==> src/rtl/decode_queue_if.sv <==
// Bundles the fetch-side and execute-side handshakes of the buffered decode stage.
// The master modport is the surrounding pipeline (fetch and execute), and the
// slave modport is the decode queue itself.
interface decode_queue_if #(
   parameter int XLEN  = 32,
   parameter int DEPTH = 4
);
   localparam int CW = $clog2(DEPTH + 1);

   logic            flush;
   logic            in_valid;
   logic            in_ready;
   logic [31:0]     in_instr;
   logic [XLEN-1:0] in_pc;
   logic            out_valid;
   logic            out_ready;
   logic [5:0]      out_op;
   logic [4:0]      out_rs1;
   logic [4:0]      out_rs2;
   logic [4:0]      out_rd;
   logic [XLEN-1:0] out_imm;
   logic            out_use_imm;
   logic [XLEN-1:0] out_pc;
   logic            out_illegal;
   logic [CW-1:0]   count;

   modport master (
      output flush, in_valid, in_instr, in_pc, out_ready,
      input  in_ready, out_valid, out_op, out_rs1, out_rs2, out_rd,
             out_imm, out_use_imm, out_pc, out_illegal, count
   );

   modport slave (
      input  flush, in_valid, in_instr, in_pc, out_ready,
      output in_ready, out_valid, out_op, out_rs1, out_rs2, out_rd,
             out_imm, out_use_imm, out_pc, out_illegal, count
   );
endinterface

==> src/rtl/decode_queue.sv <==
// Buffered RV32I decode stage. Fetched instructions and their PCs are held in a
// DEPTH-entry FIFO; the head entry is decoded combinationally and offered to
// execute. Ready is derived from the registered occupancy, so a full queue
// never accepts in the same cycle that it drains.
module decode_queue #(
   parameter int XLEN  = 32,
   parameter int DEPTH = 4
) (
   input logic           clk,
   input logic           rst_n,
   decode_queue_if.slave bus
);
   localparam int PW = $clog2(DEPTH);
   localparam int CW = $clog2(DEPTH + 1);

   localparam logic [6:0] OPC_OP     = 7'b0110011;
   localparam logic [6:0] OPC_OPIMM  = 7'b0010011;
   localparam logic [6:0] OPC_LOAD   = 7'b0000011;
   localparam logic [6:0] OPC_STORE  = 7'b0100011;
   localparam logic [6:0] OPC_BRANCH = 7'b1100011;
   localparam logic [6:0] OPC_JALR   = 7'b1100111;
   localparam logic [6:0] OPC_JAL    = 7'b1101111;
   localparam logic [6:0] OPC_AUIPC  = 7'b0010111;
   localparam logic [6:0] OPC_LUI    = 7'b0110111;

   logic [31:0]     instrMem [DEPTH];
   logic [XLEN-1:0] pcMem    [DEPTH];

   logic [PW-1:0] rdPtr_q, rdPtr_d;
   logic [PW-1:0] wrPtr_q, wrPtr_d;
   logic [CW-1:0] count_q, count_d;

   logic doPush;
   logic doPop;

   logic [31:0] headInstr;
   logic [6:0]  opcode;
   logic [2:0]  funct3;
   logic [6:0]  funct7;
   logic [31:0] iImm, sImm, bImm, jImm, uImm;
   logic [5:0]  op;
   logic        useImm;
   logic        illegal;
   logic [31:0] imm32;

   assign bus.in_ready  = (count_q != CW'(DEPTH));
   assign bus.out_valid = (count_q != '0);
   assign bus.count     = count_q;

   assign doPush = bus.in_valid & bus.in_ready;
   assign doPop  = bus.out_valid & bus.out_ready;

   // Next pointer/occupancy values; flush wins over any push or pop in the same cycle.
   always_comb begin
      rdPtr_d = rdPtr_q;
      wrPtr_d = wrPtr_q;
      count_d = count_q;
      if (bus.flush) begin
         rdPtr_d = '0;
         wrPtr_d = '0;
         count_d = '0;
      end else begin
         if (doPush) wrPtr_d = wrPtr_q + PW'(1);
         if (doPop)  rdPtr_d = rdPtr_q + PW'(1);
         case ({doPush, doPop})
            2'b10:   count_d = count_q + CW'(1);
            2'b01:   count_d = count_q - CW'(1);
            default: count_d = count_q;
         endcase
      end
   end

   // Pointer and occupancy registers; reset empties the queue without touching storage.
   always_ff @(posedge clk or negedge rst_n) begin
      if (!rst_n) begin
         rdPtr_q <= '0;
         wrPtr_q <= '0;
         count_q <= '0;
      end else begin
         rdPtr_q <= rdPtr_d;
         wrPtr_q <= wrPtr_d;
         count_q <= count_d;
      end
   end

   // Entry storage is written on an accepted push; contents are never reset.
   always_ff @(posedge clk) begin
      if (doPush && !bus.flush) begin
         instrMem[wrPtr_q] <= bus.in_instr;
         pcMem[wrPtr_q]    <= bus.in_pc;
      end
   end

   assign headInstr = instrMem[rdPtr_q];
   assign opcode    = headInstr[6:0];
   assign funct3    = headInstr[14:12];
   assign funct7    = headInstr[31:25];

   assign iImm = {{20{headInstr[31]}}, headInstr[31:20]};
   assign sImm = {{20{headInstr[31]}}, headInstr[31:25], headInstr[11:7]};
   assign bImm = {{20{headInstr[31]}}, headInstr[7], headInstr[30:25], headInstr[11:8], 1'b0};
   assign jImm = {{12{headInstr[31]}}, headInstr[19:12], headInstr[20], headInstr[30:21], 1'b0};
   assign uImm = {headInstr[31:12], 12'b0};

   // Decode of the head entry into op class, immediate select and the illegal flag.
   always_comb begin
      op      = '0;
      useImm  = 1'b0;
      illegal = 1'b0;
      imm32   = '0;
      case (opcode)
         OPC_OP: begin
            if (funct7 == 7'b0000000 ||
                (funct7 == 7'b0100000 && (funct3 == 3'b000 || funct3 == 3'b101)))
               op = {1'b1, funct7[5], 1'b1, funct3};
            else
               illegal = 1'b1;
         end
         OPC_OPIMM: begin
            useImm = 1'b1;
            if (funct3[1:0] == 2'b01) begin
               op    = {1'b0, funct7[5], 1'b1, funct3};
               imm32 = {27'b0, headInstr[24:20]};
            end else begin
               op    = {1'b0, 1'b0, 1'b1, funct3};
               imm32 = iImm;
            end
         end
         OPC_LOAD: begin
            if (funct3 == 3'b011 || funct3 == 3'b110 || funct3 == 3'b111) begin
               illegal = 1'b1;
            end else begin
               op     = {1'b0, 1'b1, 1'b0, funct3};
               useImm = 1'b1;
               imm32  = iImm;
            end
         end
         OPC_STORE: begin
            if (funct3 >= 3'b011) begin
               illegal = 1'b1;
            end else begin
               op     = {1'b1, 1'b1, 1'b0, funct3};
               useImm = 1'b1;
               imm32  = sImm;
            end
         end
         OPC_BRANCH: begin
            if (funct3 == 3'b010 || funct3 == 3'b011) begin
               illegal = 1'b1;
            end else begin
               op    = {1'b1, 1'b0, 1'b0, funct3};
               imm32 = bImm;
            end
         end
         OPC_JALR: begin
            op     = {3'b000, opcode[5:3]};
            useImm = 1'b1;
            imm32  = iImm;
         end
         OPC_JAL: begin
            op    = {3'b000, opcode[5:3]};
            imm32 = jImm;
         end
         OPC_AUIPC, OPC_LUI: begin
            op    = {3'b000, opcode[5:3]};
            imm32 = uImm;
         end
         default: illegal = 1'b1;
      endcase
      if (headInstr == 32'h0) begin
         op      = '0;
         useImm  = 1'b0;
         illegal = 1'b0;
         imm32   = '0;
      end
   end

   assign bus.out_op      = op;
   assign bus.out_use_imm = useImm;
   assign bus.out_illegal = illegal;
   assign bus.out_imm     = XLEN'($signed(imm32));
   assign bus.out_rs1     = headInstr[19:15];
   assign bus.out_rs2     = headInstr[24:20];
   assign bus.out_rd      = headInstr[11:7];
   assign bus.out_pc      = pcMem[rdPtr_q];
endmodule
==> src/flat_wrapper.sv <==
// flat-port wrapper written by rule: the top's interface ports become plain ports
module decode_queue_flat 
#(
   parameter int XLEN  = 32,
   parameter int DEPTH = 4
)
  (clk, rst_n, bus_flush, bus_in_valid, bus_in_instr, bus_in_pc, bus_out_ready, bus_in_ready, bus_out_valid, bus_out_op, bus_out_rs1, bus_out_rs2, bus_out_rd, bus_out_imm, bus_out_use_imm, bus_out_pc, bus_out_illegal, bus_count);
  decode_queue_if #(.XLEN(XLEN), .DEPTH(DEPTH)) bus_i ();
  input logic clk;
  input logic rst_n;
  input wire logic [$bits(bus_i.flush)-1:0] bus_flush;
  input wire logic [$bits(bus_i.in_valid)-1:0] bus_in_valid;
  input wire logic [$bits(bus_i.in_instr)-1:0] bus_in_instr;
  input wire logic [$bits(bus_i.in_pc)-1:0] bus_in_pc;
  input wire logic [$bits(bus_i.out_ready)-1:0] bus_out_ready;
  output wire logic [$bits(bus_i.in_ready)-1:0] bus_in_ready;
  output wire logic [$bits(bus_i.out_valid)-1:0] bus_out_valid;
  output wire logic [$bits(bus_i.out_op)-1:0] bus_out_op;
  output wire logic [$bits(bus_i.out_rs1)-1:0] bus_out_rs1;
  output wire logic [$bits(bus_i.out_rs2)-1:0] bus_out_rs2;
  output wire logic [$bits(bus_i.out_rd)-1:0] bus_out_rd;
  output wire logic [$bits(bus_i.out_imm)-1:0] bus_out_imm;
  output wire logic [$bits(bus_i.out_use_imm)-1:0] bus_out_use_imm;
  output wire logic [$bits(bus_i.out_pc)-1:0] bus_out_pc;
  output wire logic [$bits(bus_i.out_illegal)-1:0] bus_out_illegal;
  output wire logic [$bits(bus_i.count)-1:0] bus_count;
  assign bus_i.flush = bus_flush;
  assign bus_i.in_valid = bus_in_valid;
  assign bus_i.in_instr = bus_in_instr;
  assign bus_i.in_pc = bus_in_pc;
  assign bus_i.out_ready = bus_out_ready;
  assign bus_in_ready = bus_i.in_ready;
  assign bus_out_valid = bus_i.out_valid;
  assign bus_out_op = bus_i.out_op;
  assign bus_out_rs1 = bus_i.out_rs1;
  assign bus_out_rs2 = bus_i.out_rs2;
  assign bus_out_rd = bus_i.out_rd;
  assign bus_out_imm = bus_i.out_imm;
  assign bus_out_use_imm = bus_i.out_use_imm;
  assign bus_out_pc = bus_i.out_pc;
  assign bus_out_illegal = bus_i.out_illegal;
  assign bus_count = bus_i.count;
  decode_queue #(.XLEN(XLEN), .DEPTH(DEPTH)) u_core (.clk(clk), .rst_n(rst_n), .bus(bus_i));
endmodule
==> config.mk <==
export PLATFORM = sky130hd
export DESIGN_NAME = decode_queue_flat
export DESIGN_NICKNAME = d
export VERILOG_FILES = /design/src/rtl/decode_queue_if.sv /design/src/rtl/decode_queue.sv /design/src/flat_wrapper.sv
export SDC_FILE = /design/constraint.sdc
export NUM_CORES = 1
export LEC_CHECK = 0
export ABC_AREA = 1
export BUFFER_PORTS_ARGS = -buffer_cell sky130_fd_sc_hd__buf_2
export CAP_MARGIN = 5
export CELL_PAD_IN_SITES_DETAIL_PLACEMENT = 1
export CELL_PAD_IN_SITES_GLOBAL_PLACEMENT = 1
export CORE_MARGIN = 3
export CORE_UTILIZATION = 32
export DETAILED_ROUTE_END_ITERATION = 6
export GPL_TIMING_DRIVEN = 0
export PLACE_DENSITY_LB_ADDON = 0.1
export RECOVER_POWER = 100
export SLEW_MARGIN = 0
export SYNTH_ARGS = -nofsm -noshare
export SYNTH_HDL_FRONTEND = slang
export SYNTH_SLANG_ARGS = --single-unit
export TNS_END_PERCENT = 5
==> constraint.sdc <==
create_clock -name clk -period 6.56 [get_ports clk]
set_input_delay 1.312 -clock clk [delete_from_list [all_inputs] [get_ports clk]]
set_output_delay 1.312 -clock clk [all_outputs]
set_load 0.005 [all_outputs]
Word level (Yosys, flattened, before mapping). Memory sizes are Yosys's and may differ from the RTL's. Index checks and enable logic that the tools add are counted.

Register bits after elaboration: 7. RAM bits: 256. Bits of input ports: 69. Output and inout bits: 92. Logic and storage cells: 81. Memories: 2.

Add/sub/neg operators: 4. $lt $le $gt $ge: 1. Equality and inequality tests: 19. Muxes and demuxes: 31. Bitwise logic cells: 2. Reductions and logical operators: 19.

Memory list: u_core.instrMem (depth 4, bits a word 32, rd ports 1, clocked after memory_dff 0, wr ports 1, line decode_queue.sv:26) `logic [31:0] instrMem [DEPTH];`; u_core.pcMem (depth 4, bits a word 32, rd ports 1, clocked after memory_dff 0, wr ports 1, line decode_queue.sv:27) `logic [XLEN-1:0] pcMem [DEPTH];`.

Operators by type and width (number): $pmux W32 S7 (1); $mux W32 (5); $pmux W6 S6 (1); $logic_not A32 Y1 (1); $eq A7 B6 Y1 const B (4); $mux W6 (4); $eq A7 B7 Y1 const B (3); $eq A7 B5 Y1 const B (2); $mux W1 (10); $mux W5 (2); $eq A3 B3 Y1 const B (3); $mux W2 (4); $eq A7 B2 Y1 const B (1); $logic_not A7 Y1 (1); $eq A3 B2 Y1 const B (2); $pmux W3 S2 (1); $reduce_bool A3 Y1 (2); $logic_or A1 B1 Y1 (5); $pmux W1 S5 (1); $reduce_or A5 Y1 (1); $add A2 B1 Y2 const B (2); $eq A2 B1 Y1 const B (2); $reduce_bool A2 Y1 (2); $reduce_or A2 Y1 (2); other kinds (12) (14).

Depth between registers and ports, before layout. An unclocked memory read counts as a cell.

Depth in word-level cells: 8. Mapped depth: 16. Gate-level depth less buffers: 15.

Least setup slack after synthesis. Ideal clock, no wire load.

Kind: input-to-reg. Start point: input port bus_in_valid. End point: memory u_core.instrMem[0][0] (enable). Library setup time: 0.486 ns. Data arrival time: 4.251 ns. Data required time: 6.074 ns. Path slack: 1.823 ns. Stages: 4. Buffers on the path: 0. Path through: nand2_1 inv_1 nand2_1 nor2_1.

Word-level cells in the longest chain between the ends: 4.

RTL lines: start: declaration (line flat_wrapper.sv:12) `input wire logic [$bits(bus_i.in_valid)-1:0] bus_in_valid;`; $and A1 B1 Y1 (line decode_queue.sv:50) `assign doPush = bus.in_valid & bus.in_ready;`; $logic_and A1 B1 Y1 (line decode_queue.sv:88) `if (doPush && !bus.flush) begin`; $mux W1 (line decode_queue.sv:88); $mux W1 (not written as such) (line decode_queue.sv:89) `instrMem[wrPtr_q] <= bus.in_instr;`; end: declaration (line decode_queue.sv:26).

Every way passes these cells.

Final worst setup path.
Start point: register u_core.rdPtr_q[1]. End point: output port bus_out_imm[30].

Word-level cells in the longest chain between the ends: 7. Elaborated cells between the ends (all ways): 26. Those cells by class: order compare: 1; eq/ne: 13; mux: 6; reduce/logical: 5; memory: 1.

RTL lines: start: declaration (line decode_queue.sv:29) `logic [PW-1:0] rdPtr_q, rdPtr_d;`; start signal: assignment (line decode_queue.sv:80) `rdPtr_q <= rdPtr_d;`; $mem_v2 Z4 W32 (*); parallel branches: the longest is 5 deep, another holds $ge A3 B2 Y1; $mux W32 (*) (line decode_queue.sv:170) `if (headInstr == 32'h0) begin`; end: declaration (line flat_wrapper.sv:22) `output wire logic [$bits(bus_i.out_imm)-1:0] bus_out_imm;`.

Every way passes the cells marked *.

==> run summary <==
Post-Syn Instances: 1068
CTS Root Buffer Type: clkbuf_16
starting density of the core: 0.325
commonest cells after routing, fill and taps aside: nand2_1 (282), edfxtp_1 (256), clkbuf_1 (156)
Core Area: 35600 µm²
Detail Route Antenna Nets: 0
final cell count without fillers: 1752
register area share after synthesis: 0.680
status: complete, but fails checks
Die X: 196 µm
Avg Vias per Cell: 4.81
NumNets Final: 1341
cts repair resizes: 0
WHS: 0.555 ns
I/O Buffers: 160
Post-Syn Area: 11600 µm²
io pins: 161
DR vias: 8433
WP data arrival: 3.97 ns
RSZ-0062 raised after global routing: false
PD cells: 353 nW/µm²
final setup fails: 0
# fillers: 4056
CTS tree: built
worst endpoint required time: 5.25 ns
VDD IR max: 203 µV
failing checks: capacitance limit, slew limit
layout cells sized above 1: 0.106
Max Cap Violations: 11
skew final: 0.00877 ns
placed cells: 1697
Mean Syn Cell Area: 10.8 µm²
Die Ht: 196 µm
startpoint types: flop
Tot Pwr: 4.84 mW
CP max FO: 10
fin. max-slew vios: 250
1st-iter DRT viols: 394
minimum clock period: 5.28 ns
kind of critical path: flop to output pin
#FFs+latches synth: 263
All-Layer GR Usage: 0.169
pin count of the biggest net entering global routing: 26
WL/cell: 19.0 µm
yosys warns: 0
first-pass GRT wire length: 50.8 mm
hpwl dp: 23.4 mm
Sink Count: 263
leakage power: 5.36 nW
GPL Wtd Cong: 0.775
net count after synthesis: 1142
# Post-CTS Setup Buffers: 0
commonest non-fill, non-tap cell in the layout: nand2_1
worst-margin pin slew: 2.11 ns
first-pass iteration count of the detailed router: 5
site row count: 69
CTS H-tree depth: 1
initial antenna violation count: 4
DRT Wirelength: 33.3 mm
CTS buffer count: 29
clock-pin transition on the worst setup and hold timing paths: 0.06 ns
worst-skew pair later-pin latency: 0.54 ns
worst rel slew slack: -0.412
final hold viol count: 0
CTS Buffer Depth: 3
number of global-route vias before repair: 8642
Congestion Overflow GR: 0
post-synth cell types: 32
Tcrit/Tclk final: 0.806
CP endpoint kind: output pin
Remaining DRCs: 0
fmax: 0.189 GHz
Hold/Removal Path Class: flop to flop
cts hold-fix bufs: 0
DIE AREA: 38500 µm²
Area growth, synth to finish: 18.5%
-- layer usage --
layer  vias up  GRT usage  wire, µm
met4         8     0.0317       482
met1      4131      0.229     15200
met3        40     0.0318      1660
met5         -          0        45
li1       4094          -         -
met2       160      0.287     15900
-- layout make-up --
cell class | count | area [µm²] | share of cell area
flip-flops and latches | 263 | 7860 | 0.574
repair buffers | 168 | 706 | 0.0515
diodes | 1 | 2.50 | 0.000183
clock buffers | 34 | 744 | 0.0543
clock inverters | 20 | 150 | 0.0110
multi-input cells | 691 | 3150 | 0.230
plain buffers | 52 | 284 | 0.0207
well taps | 461 | 577 | 0.0421
inverters | 62 | 233 | 0.0170
-- worst paths after layout --
check / start / end / slack, ns / depth (start not counted)
hold reg to reg: u_core.wrPtr_q[1] / u_core.wrPtr_q[1] / 0.56 / 2
hold / removal: u_core.wrPtr_q[1] / u_core.wrPtr_q[1] / 0.56 / 2
min in group asynchronous: rst_n / u_core.bus.count[2] / 0.69 / 1
setup / recovery: u_core.rdPtr_q[1] / bus_out_imm[30] / 1.28 / 13
max in group asynchronous: rst_n / u_core.rdPtr_q[1] / 5.56 / 1
setup reg to reg: u_core.bus.count[0] / u_core.pcMem[0][5] / 2.14 / 8
-- synthesized netlist by cell type --
cell type | n | area share
a21oi_1 | 12 | 0.0052
a21oi_2 | 1 | 0.00076
and2_1 | 1 | 0.00054
buf_2 | 13 | 0.0056
buf_4 | 7 | 0.0045
buf_6 | 9 | 0.0088
clkbuf_1 | 22 | 0.0071
clkbuf_2 | 1 | 0.00043
dfrtp_1 | 7 | 0.015
edfxtp_1 | 256 | 0.66
fa_1 | 1 | 0.0017
ha_1 | 4 | 0.0043
inv_1 | 54 | 0.018
inv_2 | 8 | 0.0026
nand2_1 | 279 | 0.091
nand2_2 | 9 | 0.0049
nand2_4 | 3 | 0.0029
nand3_1 | 96 | 0.042
nand3_2 | 4 | 0.0035
nand3_4 | 1 | 0.0015
nand4_1 | 5 | 0.0027
nor2_1 | 125 | 0.041
nor2_2 | 2 | 0.0011
nor2_4 | 3 | 0.0029
nor2_8 | 1 | 0.0017
nor3_1 | 24 | 0.010
o211a_1 | 1 | 0.00087
o21ai_0 | 83 | 0.036
o21ai_2 | 1 | 0.00076
o22ai_1 | 33 | 0.018
o2bb2ai_1 | 1 | 0.00076
xor2_1 | 1 | 0.00076
-- state kept, by name (all words and copies together) (netlist names) --
name / cells
u_core.instrMem: 128
u_core.bus.count: 3
u_core.pcMem: 128
u_core.wrPtr_q: 2
u_core.rdPtr_q: 2
-- power breakdown --
group | internal [mW] | switching [mW]
registers | 1.95 | 0.0305
logic | 0.376 | 0.960
clock network | 0.886 | 0.638
-- metrics by stage --
stage               area (µm²)  setup TNS (ns)  setup slack [ns]  utilization
floorplan                11600               0              1.82            -
global placement         12900         -278.42             -1.21        0.364
detailed placement       13100               0              2.42        0.369
CTS                      14000               0              1.83        0.394
global route             13700               0             0.844        0.385
finish                   13700               0              1.28        0.385
-- critical path, stage by stage, from the launching register on --
cell      delay [ns]
dfrtp_1         0.35
buf_2           0.19
inv_1           0.30
clkbuf_1        0.56
nand3_2         0.12
nand2_1         0.38
nand2_1         0.25
nor2_8          0.20
nand3_4         0.18
a21oi_1         0.24
clkbuf_1        0.35
nor2_1          0.08
nand2_1         0.09
clkbuf_1        0.12
-- kinds of logic after synthesis --
group,after synthesis,share of synthesized area
buffers and inverters,114,0.0466
and+or+nand+nor,553,0.205
DFF,263,0.680
adders and majority gates,5,0.00606
AOI/OAI and AO/OA,132,0.0621
xor gates and xnor gates,1,0.000757
Note: power is estimated with default switching activity, not from simulation.
